$ cat src/rtl/mc_ctrl_pkg.sv
// Purpose: shared opcodes, FSM state encodings and control-word layout for the multicycle controller.
// Latency: n/a (types and constants only).
// Backpressure: n/a.
package mc_ctrl_pkg;

  localparam int ST_W = 4;

  localparam logic [3:0] OP_ADD = 4'b0000;
  localparam logic [3:0] OP_ADI = 4'b0001;
  localparam logic [3:0] OP_NDU = 4'b0010;
  localparam logic [3:0] OP_LW  = 4'b0100;
  localparam logic [3:0] OP_SW  = 4'b0101;
  localparam logic [3:0] OP_BEQ = 4'b1100;
  localparam logic [3:0] OP_JMP = 4'b1001;

  // R-type condition field; 2'b11 behaves like unconditional
  localparam logic [1:0] CZ_ZSET = 2'b01;
  localparam logic [1:0] CZ_CSET = 2'b10;

  localparam logic [2:0] ALU_ADD  = 3'b010;
  localparam logic [2:0] ALU_SUB  = 3'b110;
  localparam logic [2:0] ALU_NAND = 3'b100;

  localparam logic [1:0] SRCB_REGB = 2'b00;
  localparam logic [1:0] SRCB_ONE  = 2'b01;
  localparam logic [1:0] SRCB_IMM  = 2'b10;
  localparam logic [1:0] SRCB_BOFF = 2'b11;

  localparam logic [1:0] PCSRC_ALU    = 2'b00;
  localparam logic [1:0] PCSRC_ALUOUT = 2'b01;
  localparam logic [1:0] PCSRC_JUMP   = 2'b10;

  typedef enum logic [ST_W-1:0] {
    S_FETCH  = 4'd0,
    S_DECODE = 4'd1,
    S_MEMADR = 4'd2,
    S_MEMRD  = 4'd3,
    S_MEMWB  = 4'd4,
    S_MEMWR  = 4'd5,
    S_RTEX   = 4'd6,
    S_RTWB   = 4'd7,
    S_ADIEX  = 4'd8,
    S_ADIWB  = 4'd9,
    S_BRANCH = 4'd10,
    S_JUMP   = 4'd11
  } state_t;

  typedef struct packed {
    logic       pcen;
    logic       memwrite;
    logic       irwrite;
    logic       regwrite;
    logic       alusrca;
    logic       iord;
    logic       memtoreg;
    logic       regdst;
    logic [1:0] alusrcb;
    logic [1:0] pcsrc;
    logic [2:0] alucontrol;
  } ctrl_t;

  // True when a conditional R-type must be dropped (its flag is clear)
  function automatic logic cond_skip(input logic [1:0] cz, input logic c, input logic z);
    return ((cz == CZ_CSET) && !c) || ((cz == CZ_ZSET) && !z);
  endfunction

endpackage

$ cat src/rtl/multicycle_controller_if.sv
// Purpose: controller <-> datapath bundle (IR fields and ALU status in, enables/selects out).
// Latency: n/a (wires only); mem_ready exists only when MC_MEM_WAIT_EN is defined.
// Backpressure: mem_ready (optional) stalls the memory-facing states.
interface multicycle_controller_if;
  logic [3:0] op;
  logic [1:0] cz;
  logic       zero;
  logic       carry;
`ifdef MC_MEM_WAIT_EN
  logic       mem_ready;
`endif
  logic       pcen;
  logic       memwrite;
  logic       irwrite;
  logic       regwrite;
  logic       alusrca;
  logic       iord;
  logic       memtoreg;
  logic       regdst;
  logic [1:0] alusrcb;
  logic [1:0] pcsrc;
  logic [2:0] alucontrol;

  modport master (
    input  op, cz, zero, carry,
`ifdef MC_MEM_WAIT_EN
    input  mem_ready,
`endif
    output pcen, memwrite, irwrite, regwrite, alusrca, iord,
    output memtoreg, regdst, alusrcb, pcsrc, alucontrol
  );

  modport slave (
    output op, cz, zero, carry,
`ifdef MC_MEM_WAIT_EN
    output mem_ready,
`endif
    input  pcen, memwrite, irwrite, regwrite, alusrca, iord,
    input  memtoreg, regdst, alusrcb, pcsrc, alucontrol
  );
endinterface

$ cat src/rtl/mc_out_decode.sv
// Purpose: combinational state(+op) -> control word; pcen also folds in ALU zero for branches.
// Latency: 0 cycles (pure combinational).
// Backpressure: with MC_MEM_WAIT_EN, FETCH withholds pcen/irwrite until mem_ready.
module mc_out_decode
  import mc_ctrl_pkg::*;
(
  input  state_t     state,
  input  logic [3:0] op,
  input  logic       zero,
`ifdef MC_MEM_WAIT_EN
  input  logic       mem_ready,
`endif
  output ctrl_t      ctrl
);

  logic pcwrite;
  logic branch;

  // Moore control word per state; only pcen looks at the live zero flag
  always_comb begin
    ctrl    = '0;
    pcwrite = 1'b0;
    branch  = 1'b0;
    case (state)
      S_FETCH: begin
        ctrl.irwrite    = 1'b1;
        ctrl.alusrcb    = SRCB_ONE;
        ctrl.alucontrol = ALU_ADD;
        ctrl.pcsrc      = PCSRC_ALU;
        pcwrite         = 1'b1;
`ifdef MC_MEM_WAIT_EN
        ctrl.irwrite    = mem_ready;
        pcwrite         = mem_ready;
`endif
      end
      S_DECODE: begin
        ctrl.alusrcb    = SRCB_BOFF;
        ctrl.alucontrol = ALU_ADD;
      end
      S_MEMADR, S_ADIEX: begin
        ctrl.alusrca    = 1'b1;
        ctrl.alusrcb    = SRCB_IMM;
        ctrl.alucontrol = ALU_ADD;
      end
      S_MEMRD: ctrl.iord = 1'b1;
      S_MEMWB: begin
        ctrl.memtoreg = 1'b1;
        ctrl.regwrite = 1'b1;
      end
      S_MEMWR: begin
        ctrl.iord     = 1'b1;
        ctrl.memwrite = 1'b1;
      end
      S_RTEX: begin
        ctrl.alusrca    = 1'b1;
        ctrl.alusrcb    = SRCB_REGB;
        ctrl.alucontrol = (op == OP_NDU) ? ALU_NAND : ALU_ADD;
      end
      S_RTWB: begin
        ctrl.regdst   = 1'b1;
        ctrl.regwrite = 1'b1;
      end
      S_ADIWB: ctrl.regwrite = 1'b1;
      S_BRANCH: begin
        ctrl.alusrca    = 1'b1;
        ctrl.alusrcb    = SRCB_REGB;
        ctrl.alucontrol = ALU_SUB;
        ctrl.pcsrc      = PCSRC_ALUOUT;
        branch          = 1'b1;
      end
      S_JUMP: begin
        ctrl.pcsrc = PCSRC_JUMP;
        pcwrite    = 1'b1;
      end
      default: ;
    endcase
    ctrl.pcen = pcwrite | (branch & zero);
  end

endmodule

$ cat src/rtl/multicycle_controller.sv
// Purpose: main FSM + C/Z flags for the 16-bit multicycle core (optional MC_MEM_WAIT_EN).
// Latency: ADD/NDU/ADI/SW 4, LW 5, BEQ/JMP 3, skipped/illegal 2 cycles.
// Backpressure: with MC_MEM_WAIT_EN, FETCH/MEMRD/MEMWR hold until mem_ready; else none.
module multicycle_controller
  import mc_ctrl_pkg::*;
#(
  parameter int STATE_W = 4
) (
  input  logic                    clk,
  input  logic                    reset,
  multicycle_controller_if.master bus
);

  logic [STATE_W-1:0] state_q;
  state_t             cur;
  state_t             nxt;
  logic               c_flag;
  logic               z_flag;
  logic               hold;
  ctrl_t              ctrl;
  ctrl_t              ctrl_out;

  assign cur = state_t'(state_q[ST_W-1:0]);

`ifdef MC_MEM_WAIT_EN
  assign hold = !bus.mem_ready;
`else
  assign hold = 1'b0;
`endif

  // State register; reset aborts any instruction in flight
  always_ff @(posedge clk or negedge reset) begin
    if (!reset) state_q <= STATE_W'(S_FETCH);
    else        state_q <= STATE_W'(nxt);
  end

  // Next-state: decode dispatch, conditional R-type skip, memory stalls
  always_comb begin
    nxt = cur;
    case (cur)
      S_FETCH:  if (!hold) nxt = S_DECODE;
      S_DECODE: begin
        case (bus.op)
          OP_LW, OP_SW:   nxt = S_MEMADR;
          OP_ADD, OP_NDU: nxt = cond_skip(bus.cz, c_flag, z_flag) ? S_FETCH : S_RTEX;
          OP_ADI:         nxt = S_ADIEX;
          OP_BEQ:         nxt = S_BRANCH;
          OP_JMP:         nxt = S_JUMP;
          default:        nxt = S_FETCH;
        endcase
      end
      S_MEMADR: nxt = (bus.op == OP_SW) ? S_MEMWR : S_MEMRD;
      S_MEMRD:  if (!hold) nxt = S_MEMWB;
      S_MEMWR:  if (!hold) nxt = S_FETCH;
      S_RTEX:   nxt = S_RTWB;
      S_ADIEX:  nxt = S_ADIWB;
      default:  nxt = S_FETCH;
    endcase
  end

  // Flags: ADD/ADI update C and Z, NDU updates Z only, branches leave both
  always_ff @(posedge clk or negedge reset) begin
    if (!reset) begin
      c_flag <= 1'b0;
      z_flag <= 1'b0;
    end else if (cur == S_RTEX) begin
      z_flag <= bus.zero;
      if (bus.op == OP_ADD) c_flag <= bus.carry;
    end else if (cur == S_ADIEX) begin
      c_flag <= bus.carry;
      z_flag <= bus.zero;
    end
  end

  mc_out_decode u_dec (
    .state     (cur),
    .op        (bus.op),
    .zero      (bus.zero),
`ifdef MC_MEM_WAIT_EN
    .mem_ready (bus.mem_ready),
`endif
    .ctrl      (ctrl)
  );

  // Every strobe is held low while reset is asserted
  assign ctrl_out = reset ? ctrl : '0;

  assign bus.pcen       = ctrl_out.pcen;
  assign bus.memwrite   = ctrl_out.memwrite;
  assign bus.irwrite    = ctrl_out.irwrite;
  assign bus.regwrite   = ctrl_out.regwrite;
  assign bus.alusrca    = ctrl_out.alusrca;
  assign bus.iord       = ctrl_out.iord;
  assign bus.memtoreg   = ctrl_out.memtoreg;
  assign bus.regdst     = ctrl_out.regdst;
  assign bus.alusrcb    = ctrl_out.alusrcb;
  assign bus.pcsrc      = ctrl_out.pcsrc;
  assign bus.alucontrol = ctrl_out.alucontrol;

endmodule

$ cat src/flat_wrapper.sv
// flat-port wrapper written by rule: the top's interface ports become plain ports
module multicycle_controller_flat import mc_ctrl_pkg::*;
#(
  parameter int STATE_W = 4
)
  (clk, reset, bus_op, bus_cz, bus_zero, bus_carry, bus_pcen, bus_memwrite, bus_irwrite, bus_regwrite, bus_alusrca, bus_iord, bus_memtoreg, bus_regdst, bus_alusrcb, bus_pcsrc, bus_alucontrol);
  multicycle_controller_if bus_i ();
  input  logic clk;
  input  logic reset;
  input wire logic [$bits(bus_i.op)-1:0] bus_op;
  input wire logic [$bits(bus_i.cz)-1:0] bus_cz;
  input wire logic [$bits(bus_i.zero)-1:0] bus_zero;
  input wire logic [$bits(bus_i.carry)-1:0] bus_carry;
  output wire logic [$bits(bus_i.pcen)-1:0] bus_pcen;
  output wire logic [$bits(bus_i.memwrite)-1:0] bus_memwrite;
  output wire logic [$bits(bus_i.irwrite)-1:0] bus_irwrite;
  output wire logic [$bits(bus_i.regwrite)-1:0] bus_regwrite;
  output wire logic [$bits(bus_i.alusrca)-1:0] bus_alusrca;
  output wire logic [$bits(bus_i.iord)-1:0] bus_iord;
  output wire logic [$bits(bus_i.memtoreg)-1:0] bus_memtoreg;
  output wire logic [$bits(bus_i.regdst)-1:0] bus_regdst;
  output wire logic [$bits(bus_i.alusrcb)-1:0] bus_alusrcb;
  output wire logic [$bits(bus_i.pcsrc)-1:0] bus_pcsrc;
  output wire logic [$bits(bus_i.alucontrol)-1:0] bus_alucontrol;
  assign bus_i.op = bus_op;
  assign bus_i.cz = bus_cz;
  assign bus_i.zero = bus_zero;
  assign bus_i.carry = bus_carry;
  assign bus_pcen = bus_i.pcen;
  assign bus_memwrite = bus_i.memwrite;
  assign bus_irwrite = bus_i.irwrite;
  assign bus_regwrite = bus_i.regwrite;
  assign bus_alusrca = bus_i.alusrca;
  assign bus_iord = bus_i.iord;
  assign bus_memtoreg = bus_i.memtoreg;
  assign bus_regdst = bus_i.regdst;
  assign bus_alusrcb = bus_i.alusrcb;
  assign bus_pcsrc = bus_i.pcsrc;
  assign bus_alucontrol = bus_i.alucontrol;
  multicycle_controller #(.STATE_W(STATE_W)) u_core (.clk(clk), .reset(reset), .bus(bus_i));
endmodule
$ cat config.mk
export PLATFORM = sky130hd
export DESIGN_NAME = multicycle_controller_flat
export DESIGN_NICKNAME = d
export VERILOG_FILES = /design/src/rtl/mc_ctrl_pkg.sv /design/src/rtl/multicycle_controller_if.sv /design/src/rtl/mc_out_decode.sv /design/src/rtl/multicycle_controller.sv /design/src/flat_wrapper.sv
export SDC_FILE = /design/constraint.sdc
export NUM_CORES = 1
export LEC_CHECK = 0
export CAP_MARGIN = 0
export CORE_AREA = 2 2 48 50
export DETAILED_ROUTE_END_ITERATION = 8
export DIE_AREA = 0 0 50 52
export PLACE_DENSITY = 0.76
export SYNTH_ARGS = -nofsm -noshare
export SYNTH_HDL_FRONTEND = slang
export SYNTH_HIERARCHICAL = 1
export SYNTH_SLANG_ARGS = --single-unit
$ cat constraint.sdc
create_clock -name clk -period 1.25 [get_ports clk]
set_input_delay 0.1875 -clock clk [delete_from_list [all_inputs] [get_ports clk]]
set_output_delay 0.1875 -clock clk [all_outputs]
set_load 0.05 [all_outputs]
* Word-level counts from Yosys, hierarchy flattened *
Index checks and enable logic that the tools add are counted.

word-level totals
  flip-flop bits (word level) = 6
  output and inout port bits = 15
  word-level logic and storage cells = 65
  input port bits = 10

operators by class
  multiplexer cells = 23
  eq/ne operators = 20
  bitwise operators = 2
  reductions and logical operators = 17

operators by type and width
  operator                                       count
  == test 4 x 3 -> 1 bit, second input constant  6
  == test 4 bit, second input constant           6
  case mux 4 bit (6 select lines)                1
  case mux 4 bit (5 select lines)                1
  2-to-1 mux 15 bit                              1
  2-to-1 mux 1 bit                               14
  == test 4 x 2 -> 1 bit, second input constant  3
  OR reduction 2 bit                             5
  2-to-1 mux 3 bit                               3
  case mux 3 bit (3 select lines)                1
  == test 4 x 1 -> 1 bit, second input constant  2
  logical NOT 4 bit                              2
  OR reduction 4 bit                             2
  case mux 2 bit (3 select lines)                1
  case mux 2 bit (2 select lines)                1
  OR reduction 3 bit                             1
  == test 2 x 1 -> 1 bit, second input constant  1
  == test 2 bit, second input constant           1
  logical AND 1 bit                              2
  logical NOT 1 bit                              2
  != test 2 bit, second input constant           1
  AND reduction 2 bit                            1
  nonzero test 2 bit                             1
  bitwise AND 1 bit                              1
  other kinds (2)                                2

* Depth between registers and ports, before layout *
Gate-level depths: netlist of run 1.

  word-level depth = 6
  mapped depth = 4
  depth with buffers taken out = 3

* Cells and area by module *
Netlist of run 1, hierarchy kept.

modules (own cells, without submodules)
  module                 area an instance (µm²)  times used  cells each
  multicycle_controller  539.3                   1           61
  mc_out_decode          277.8                   1           36

* Worst setup path before layout of run 1 *
No wires, ideal clock.

  path type = reg-to-output
  from = register u_core.state_q[0], in the netlist u_core/cur[0]
  to = output bus_pcen
  setup slack = -335 ps
  arrival = 1398 ps
  stages on the path, launching flop included = 4
  cells stage by stage = dfrtp_1 or3_1 a21oi_2 and2_1

RTL lines
  element                 line                         RTL
  start, declared         multicycle_controller.sv:14  logic [STATE_W-1:0] state_q;
  start signal, assigned  multicycle_controller.sv:33  if (!reset) state_q <= STATE_W'(S_FETCH);
  start signal, assigned  multicycle_controller.sv:34  else state_q <= STATE_W'(nxt);
  end, declared           flat_wrapper.sv:14           output wire logic [$bits(bus_i.pcen)-1:0] bus_pcen;

==> results of run 1 <==
cells in the mapped netlist, drive strengths merged (2+ instances only):
| cell | instances |
|---|---|
| a21boi | 2 |
| a21oi | 3 |
| a32oi | 2 |
| and2 | 16 |
| and3b | 3 |
| and4bb | 3 |
| buf | 6 |
| dfrtp | 6 |
| inv | 3 |
| nand2 | 2 |
| nand2b | 5 |
| nor2 | 4 |
| nor3 | 3 |
| nor3b | 5 |
| nor4 | 2 |
| nor4bb | 2 |
| o211ai | 4 |
| o21ai | 6 |
| or3b | 3 |
| xor2 | 2 |
routing by layer:
metal / track usage / wire (µm) / share of wire / vias to the layer above
li1: - / - / - / 477
met1: 0.249 / 1220 / 0.39 / 505
met2: 0.480 / 1820 / 0.57 / 32
met3: 0.0316 / 83 / 0.026 / 5
met4: 0.0370 / 36 / 0.011 / 0
met5: 0 / 0 / 0 / -
path summary, 6_finish.rpt:
kind | start | end | slack, ps | cells past startpoint
min reg2reg | u_core/c_flag | u_core/c_flag | 530 | 1
min | reset | u_core/cur[3] | 360 | 3
max in group asynchronous | reset | u_core/cur[2] | 750 | 3
min in group clk | u_core/c_flag | u_core/c_flag | 530 | 1
max | u_core/cur[3] | bus_alusrcb[1] | -480 | 5
max reg2reg | u_core/cur[3] | u_core/cur[1] | -390 | 6
critical path: cells and delay by family (launching register included):
kind / cells / cell delay, ps
AO/OA/AOI/OAI: 1 / 220
XOR/XNOR: 1 / 160
buffers and inverters: 2 / 290
flip-flops: 1 / 450
AND/OR/NAND/NOR: 1 / 170
registers in the layout (all words and copies together), names as in the netlist:
| register | cells |
|---|---|
| u_core/cur | 4 |
| u_core/c_flag | 1 |
| u_core/z_flag | 1 |
per-stage QoR:
| stage | utilization | power [µW] | hold WS (ps) |
|---|---|---|---|
| after detailed placement | 0.673 | 2830 | 517 |
| after floorplan | - | 1860 | -108 |
| final | 0.842 | 3950 | 359 |
| after global routing | 0.842 | 4120 | 356 |
| after global placement | 0.673 | 2740 | 488 |
| after CTS | 0.794 | 3600 | 360 |
power groups by stage:
stage	Combinational (µW)	Sequential, µW	Clock, µW
floorplan	1430	427	0
global placement	2290	444	0
detailed placement	2380	453	0
CTS	2960	438	200
global route	3460	443	217
finish	3320	434	195
final cells by class:
| cell class | count | area [µm²] |
|---|---|---|
| Timing Repair Buffer | 62 | 736 |
| Inverter | 3 | 11.3 |
| Fill cell | 115 | 333 |
| Clock buffer | 4 | 26.3 |
| Tap cell | 28 | 35.0 |
| Sequential cell | 6 | 155 |
| Multi-Input combinational cell | 81 | 810 |
placed cells by master (no fill, tap or decap), drive strengths merged, types with 3 or more instances in the layout:
cell type and count:
nor3b 5, and3b 3, nor2 4, a21oi 3, nand2b 5, buf 52
o211ai 4, nor3 3, and4bb 3, or3b 3, o21ai 6, and2 16
dfrtp 6, inv 3, clkdlybuf4s50 7, clkbuf 5
kinds of logic (layout without fill, tap and decap cells):
logic type | after synthesis | in the layout | synth area share
other cells | 1 | 1 | 0.00459
buf+inv | 10 | 69 | 0.0842
simple gates | 51 | 51 | 0.461
xor+xnor | 3 | 3 | 0.0322
mux | 1 | 1 | 0.0138
flops | 6 | 6 | 0.184
compound gates | 25 | 25 | 0.221
repair_timing:
action | in CTS | in global routing
endpoints found under the setup margin | 19 | 20
gates cloned | 1 | 0
hold endpoints to repair | 0 | 0
resized for setup | 32 | 18
pin swaps | 18 | 13
buffers inserted | 10 | 4
==> flow_metrics.tcl, run 1 <==
set metrics [dict create \
    status "complete, but fails checks" \
    violations "setup timing" \
    clockRootBuffer "clkbuf_4" \
    finalClockSkew_ps 6.70 \
    synth_edf_count 0 \
    final_area_um2 1770 \
    fin_setup_tns_ps -6890 \
    instances_no_fill 184 \
    path_cells "buf_12 > xor2_1 > o211a_1 > and2_4 > buf_12" \
    clock_sinks 6 \
    viasPerCell 5.54 \
    cp_common_cell "buf_12" \
    synth_area_leader_cell "dfrtp_1" \
    fmax_mhz 577 \
    grt_setup_unrepaired "true" \
    max_cap_violations 0 \
    min_period_ps 1730 \
    leakagePower_uw 0.000743 \
    swShare 0.443 \
    grt_start_max_net_pins 14 \
    setup_violations 20 \
    wl_mm 3.16 \
    dr.pass1.iters 4 \
    required_ps 1060 \
    hold_violations 0 \
    drc 0 \
    io_buffer_count 23 \
    synth_top_area_frac 0.184 \
    layout-drive-gt1-share 0.699 \
    synth_cell_types 43 \
    power.switching_uw 1750 \
    cp_max_fo 7 \
    place_congestion 0.801 \
    seq_area_frac_synth 0.184 \
    worstPathArrival_ps 1540 \
    io_pins 25 \
    p_int_uw 2200 \
    fin_ws_ps -482 \
    dieWidth_um 50 \
    synth_area_leaders "dfrtp_1, and2_1, buf_6" \
    seq_power_share 0.110 \
    cts_made_buffers 3 \
    vias 1019 \
    syn_nets 107 \
    placedInstanceArea_um2 1420 \
    p_comb_frac 0.841 \
    grt_overflow 0 \
    clkSlewWorstSetupHoldPaths_ps 50 \
    coreArea_um2 2110 \
    grt_pass1_wl_mm 4.57 \
    clk_latency_ps 250 \
    ys.flop_type "dfrtp_1" \
    synth_warnings 6 \
    p_per_area_nw_per_um2 2230 \
    syn_area_um2 817 \
    slew_violations 0 \
    antennaDiodeCount 0 \
    synth_area_per_cell_um2 8.42 \
    final_nets 167 \
    hold_path_class "in -> async" \
    track_usage 0.233 \
    synthCells 97 \
    timing.final.crit_share 1.39 \
    synth_seq_cells 6 \
    antenna_found_initial 0 \
    wl_per_cell_um 17.2 \
    max-vdd-ir-drop_uv 1580 \
    start_util 0.388 \
    drt_iter0_drc 13 \
    ant_nets 0 \
    die_area_um2 2600 \
    cts_tree "yes" \
    end_kind "output port" \
    fp.dieH_um 52 \
    rows 17 \
    cp_slowest_stage_delay_ps 450 \
    cts_hold_buf 0 \
    slowest_stage "dfrtp_2" \
    htreeDepth 1 \
    place_inst 166 \
    max-clock-path-buffers 2 \
    start_kind "register" \
    ys_async_sr_fraction 1.00 \
    clock_power_share 0.049 \
    hpwl_mm 1.75 \
    grt_pass1_vias 959 \
    critical_path_class "reg -> out" \
    syn2layout_area_growth_pct 117 \
    post-place-ws_ps -505 \
]
Note: power is estimated with default switching activity, not from simulation.
==> run 2: changes to the inputs <==
GPL_TIMING_DRIVEN = 0   (was default)
PLACE_DENSITY = 0.81   (was 0.76)
==> run 2 against run 1 <==
Against the previous run: the flow still finishes with violations (setup timing); global-route usage fell by 5.0 points; register-to-register slack improved by 30 ps; critical path depth decreased by 1; sequential power is 6.2% lower; via count decreased by 5.2%; sequential share of layout area up 1.1 points; non-clock buffer count is 8 lower; core utilization fell by 9.7 points; worst setup slack better by 32 ps; clock power grew 5%; clock skew up 7.8 ps; sequential cell count stayed put; critical endpoint is now bus_pcen; largest power group unchanged.
==> flow_metrics.tcl, run 2 (synthesized netlist as in run 1, its figures left out) <==
set metrics [dict create \
    status "complete, but fails checks" \
    violations "setup timing" \
    start_util 0.388 \
    grt_setup_unrepaired "true" \
    layout-drive-gt1-share 0.649 \
    dieWidth_um 50 \
    viasPerCell 5.49 \
    multi_input_area_um2 773 \
    grt_start_max_net_pins 11 \
    worstPathArrival_ps 1510 \
    critical_path_class "reg -> out" \
    seqCellArea_um2 155 \
    whs_ps 501 \
    drt_iter0_drc 4 \
    grt_pass1_wl_mm 3.63 \
    coreArea_um2 2110 \
    rows 17 \
    cts_made_buffers 3 \
    setup_violations 20 \
    min_from "bus_op[1]" \
    largest_reg_flops 4 \
    antenna_found_initial 0 \
    hold_violations 0 \
    htreeDepth 1 \
    post-place-ws_ps -1350 \
    fin_ws_ps -450 \
    syn2layout_area_growth_pct 91.9 \
    hold_path_class "in -> reg" \
    dr.pass1.iters 4 \
    clk_latency_ps 260 \
    clkSlewWorstSetupHoldPaths_ps 60 \
    cts_tree "yes" \
    max-vdd-ir-drop_uv 1260 \
    required_ps 1060 \
    end_kind "output port" \
    slew_violations 0 \
    die_area_um2 2600 \
    max_cap_violations 0 \
    final_nets 159 \
    leakagePower_uw 0.000664 \
    clock_sinks 6 \
    place_congestion 0.737 \
    wl_per_cell_um 14.8 \
    crit_start "u_core/cur[3]" \
    hpwl_mm 1.45 \
    track_usage 0.182 \
    min_period_ps 1700 \
    io_pins 25 \
    max-clock-path-buffers 2 \
    utilization 0.745 \
    timing.final.crit_share 1.36 \
    drc 0 \
    r2r-start "u_core/cur[1]" \
    wl_mm 2.61 \
    fmax_mhz 588 \
    p_per_area_nw_per_um2 2240 \
    finalClockSkew_ps 14.5 \
    final_cell_mix "buf_6, buf_4, and2_4, buf_8, nand2b_4" \
    vias 966 \
    ant_nets 0 \
    layout_commonest_cell "buf_6" \
    io_buffer_count 23 \
    antennaDiodeCount 0 \
    start_kind "register" \
    grt_overflow 0 \
    cp_max_fo 6 \
    fp.dieH_um 52 \
    clockRootBuffer "clkbuf_4" \
    grt_pass1_vias 821 \
    fillers 141 \
]
==> run 2: path summary, 6_finish.rpt <==
path	endpoint	depth (start not counted)	slack, ps
setup / recovery	bus_pcen	4	-450
setup reg to reg	u_core/c_flag	5	-360
min in group asynchronous	u_core/cur[1]	2	540
hold / removal	u_core/cur[3]	4	500
hold reg to reg	u_core/c_flag	1	510
max in group asynchronous	u_core/cur[2]	2	430
==> run 2: layout make-up <==
cell class                      instances  share of cell area
Multi-Input combinational cell         81               0.493
Timing Repair Buffer                   47               0.318
Sequential cell                         6              0.0990
Buffer                                  7              0.0431
Tap cell                               28              0.0223
Clock buffer                            4              0.0168
Inverter                                3             0.00718
==> run 2: metrics by stage <==
stage | instances | setup TNS [ps] | power, µW | area, µm²
floorplan | 97 | -690 | 1860 | 881
global placement | 148 | -18000 | 2230 | 1150
finish | 176 | -6630 | 3520 | 1570
global route | 176 | -7720 | 3690 | 1570
CTS | 168 | -5770 | 3040 | 1420
detailed placement | 148 | -18370 | 2290 | 1150
==> run 2: what timing repair did <==
action | 4_1_cts | 5_1_grt
buffers inserted | 14 | 7
pin swaps | 10 | 12
cloned | 1 | 1
hold buffers | 1 | 0
setup endpoints to repair | 19 | 20
resized for setup | 134 | 21
hold endpoints to repair | 6 | 0
==> run 2: critical path, cell delays in order, from the launching register on <==
cell,delay [ps]
dfrtp_2,440
or3_1,410
a21oi_2,120
and2_4,150
buf_8,130
==> run 2: routing by layer <==
layer,track usage,vias up,share of wire
met2,0.375,40,0.58
met3,0.0172,10,0.036
li1,-,457,-
met4,0.0694,0,0.037
met1,0.185,459,0.35
met5,0,-,0
==> run 2: power breakdown <==
group | internal [µW] | switching (µW) | total [µW]
Sequential | 291 | 116 | 407
Combinational | 1510 | 1390 | 2900
Clock | 122 | 83.5 | 205
Total | 1930 | 1590 | 3520
==> run 3: changes to the inputs <==
GPL_TIMING_DRIVEN = 1   (was 0)
PLACE_DENSITY = default   (was 0.81)
PLACE_DENSITY_LB_ADDON = 0.1   (was default)
==> run 3 against run 2 <==
Against the previous run: register-to-register slack about the same; fmax down 0.77%; clock power about the same; the run still ends with setup timing left; global-route usage up 1.4 points; final cell count up 2.8%; clock skew down 2.8 ps; critical path depth unchanged.
==> flow_metrics.tcl, run 3 (synthesized netlist as in run 1, its figures left out) <==
set metrics [dict create \
    status "complete, but fails checks" \
    violations "setup timing" \
    syn2layout_area_growth_pct 113 \
    hpwl_mm 1.61 \
    fp.dieH_um 52 \
    place_congestion 0.864 \
    dieWidth_um 50 \
    p_per_area_nw_per_um2 2190 \
    utilization 0.826 \
    track_usage 0.196 \
    min_period_ps 1710 \
    antenna_found_initial 0 \
    finalClockSkew_ps 11.7 \
    instances_no_fill 181 \
    grt_overflow 0 \
    wl_per_cell_um 15.7 \
    fmax_mhz 584 \
    slew_violations 0 \
    grt_pass1_vias 891 \
    ant_nets 0 \
    setup_violations 19 \
    layout-drive-gt1-share 0.673 \
    timing.final.crit_share 1.37 \
    clk_latency_ps 260 \
    drt_iter0_drc 27 \
    end_kind "output port" \
    critical_path_class "reg -> out" \
    hold_violations 0 \
    final_nets 164 \
    start_kind "register" \
    coreArea_um2 2110 \
    io_pins 25 \
    vias 988 \
    grt_pass1_wl_mm 3.95 \
    cts_hold_buf 0 \
    worstPathArrival_ps 1530 \
    leakagePower_uw 0.000728 \
    clockRootBuffer "clkbuf_4" \
    dr.pass1.iters 5 \
    cts_tree "yes" \
    final_cell_mix "buf_4, buf_12, and2_4, buf_6, clkdlybuf4s50_1" \
    cp_max_fo 8 \
    fin_ws_ps -463 \
    layout_commonest_cell "buf_4" \
    clock_sinks 6 \
    viasPerCell 5.46 \
    cts_made_buffers 3 \
    max-vdd-ir-drop_uv 1540 \
    htreeDepth 1 \
    max-clock-path-buffers 2 \
    required_ps 1060 \
    grt_setup_unrepaired "true" \
    drc 0 \
    largest_reg_flops 4 \
    hold_path_class "in -> async" \
    rows 17 \
    place_inst 164 \
    antennaDiodeCount 0 \
    grt_start_max_net_pins 16 \
    io_buffer_count 23 \
    clkSlewWorstSetupHoldPaths_ps 50 \
    die_area_um2 2600 \
    start_util 0.388 \
    max_cap_violations 0 \
    wl_mm 2.83 \
]
## run 3: cell types whose count changed in the layout (fill, tap and decap cells not counted), sizes merged
| cell | change |
|---|---|
| clkdlybuf4s50 | +4 |
| dlygate4sd3 | -1 |
| clkbuf | -1 |
| clkdlybuf4s15 | -1 |
| buf | +6 |
| bufbuf | +1 |
| dlygate4sd2 | -3 |
## run 3: report_power, final
| part | internal [µW] | total, µW | switching (µW) | leakage (µW) |
|---|---|---|---|---|
| registers | 292 | 438 | 146 | 0.0000709 |
| clock network | 122 | 202 | 80.3 | 0.0000150 |
| logic | 1760 | 3170 | 1400 | 0.000642 |
## run 3: cell type report
class,instances,area [µm²]
clock buffers,4,26.3
fillers,114,367
inverters,3,11.3
multi-input cells,81,782
flip-flops and latches,6,155
well taps,28,35.0
repair buffers,59,729
## run 3: worst max-delay path, stage by stage, from the launching register on
cell and delay (ps):
dfrtp_2 460, or3_4 390, a21oi_2 130, and2_4 160
buf_12 130
## run 3: what timing repair did
action                                  4_1_cts  5_1_grt
endpoints found under the hold margin         0        0
cloned                                        1        0
endpoints found under the setup margin       19       20
setup buffers                                 5        7
pin swaps                                    14        7
resized for setup                            26       21
## run 3: path summary, 6_finish.rpt
check / start / end / slack, ps / depth (start not counted)
worst max-delay path: u_core/cur[1] / bus_pcen / -460 / 4
worst min-delay path: reset / u_core/cur[2] / 290 / 2
worst max register to register: u_core/cur[3] / u_core/cur[1] / -360 / 6
worst min register to register: u_core/c_flag / u_core/c_flag / 560 / 1
max in group asynchronous: reset / u_core/cur[0] / 820 / 2
min in group clk: u_core/c_flag / u_core/c_flag / 560 / 1
## run 3: layer usage
layer | GRT usage | routed length [µm] | vias to the layer above
met1 | 0.232 | 1080 | 459
li1 | - | - | 473
met5 | 0 | 0 | -
met3 | 0.0316 | 131 | 7
met2 | 0.346 | 1570 | 49
met4 | 0.0880 | 55 | 0
## run 3: metrics by stage
stage                     cell area, µm²  TNS, ps  power, µW  setup slack (ps)  hold WS [ps]
after CTS                           1590    -6320       3350              -438           296
after global placement              1410    -3760       2750              -533           494
final                               1740    -6810       3810              -463           293
after floorplan                      881     -690       1860              -118          -108
after detailed placement            1410    -3910       2790              -544           507
after global routing                1740    -7740       3980              -513           333
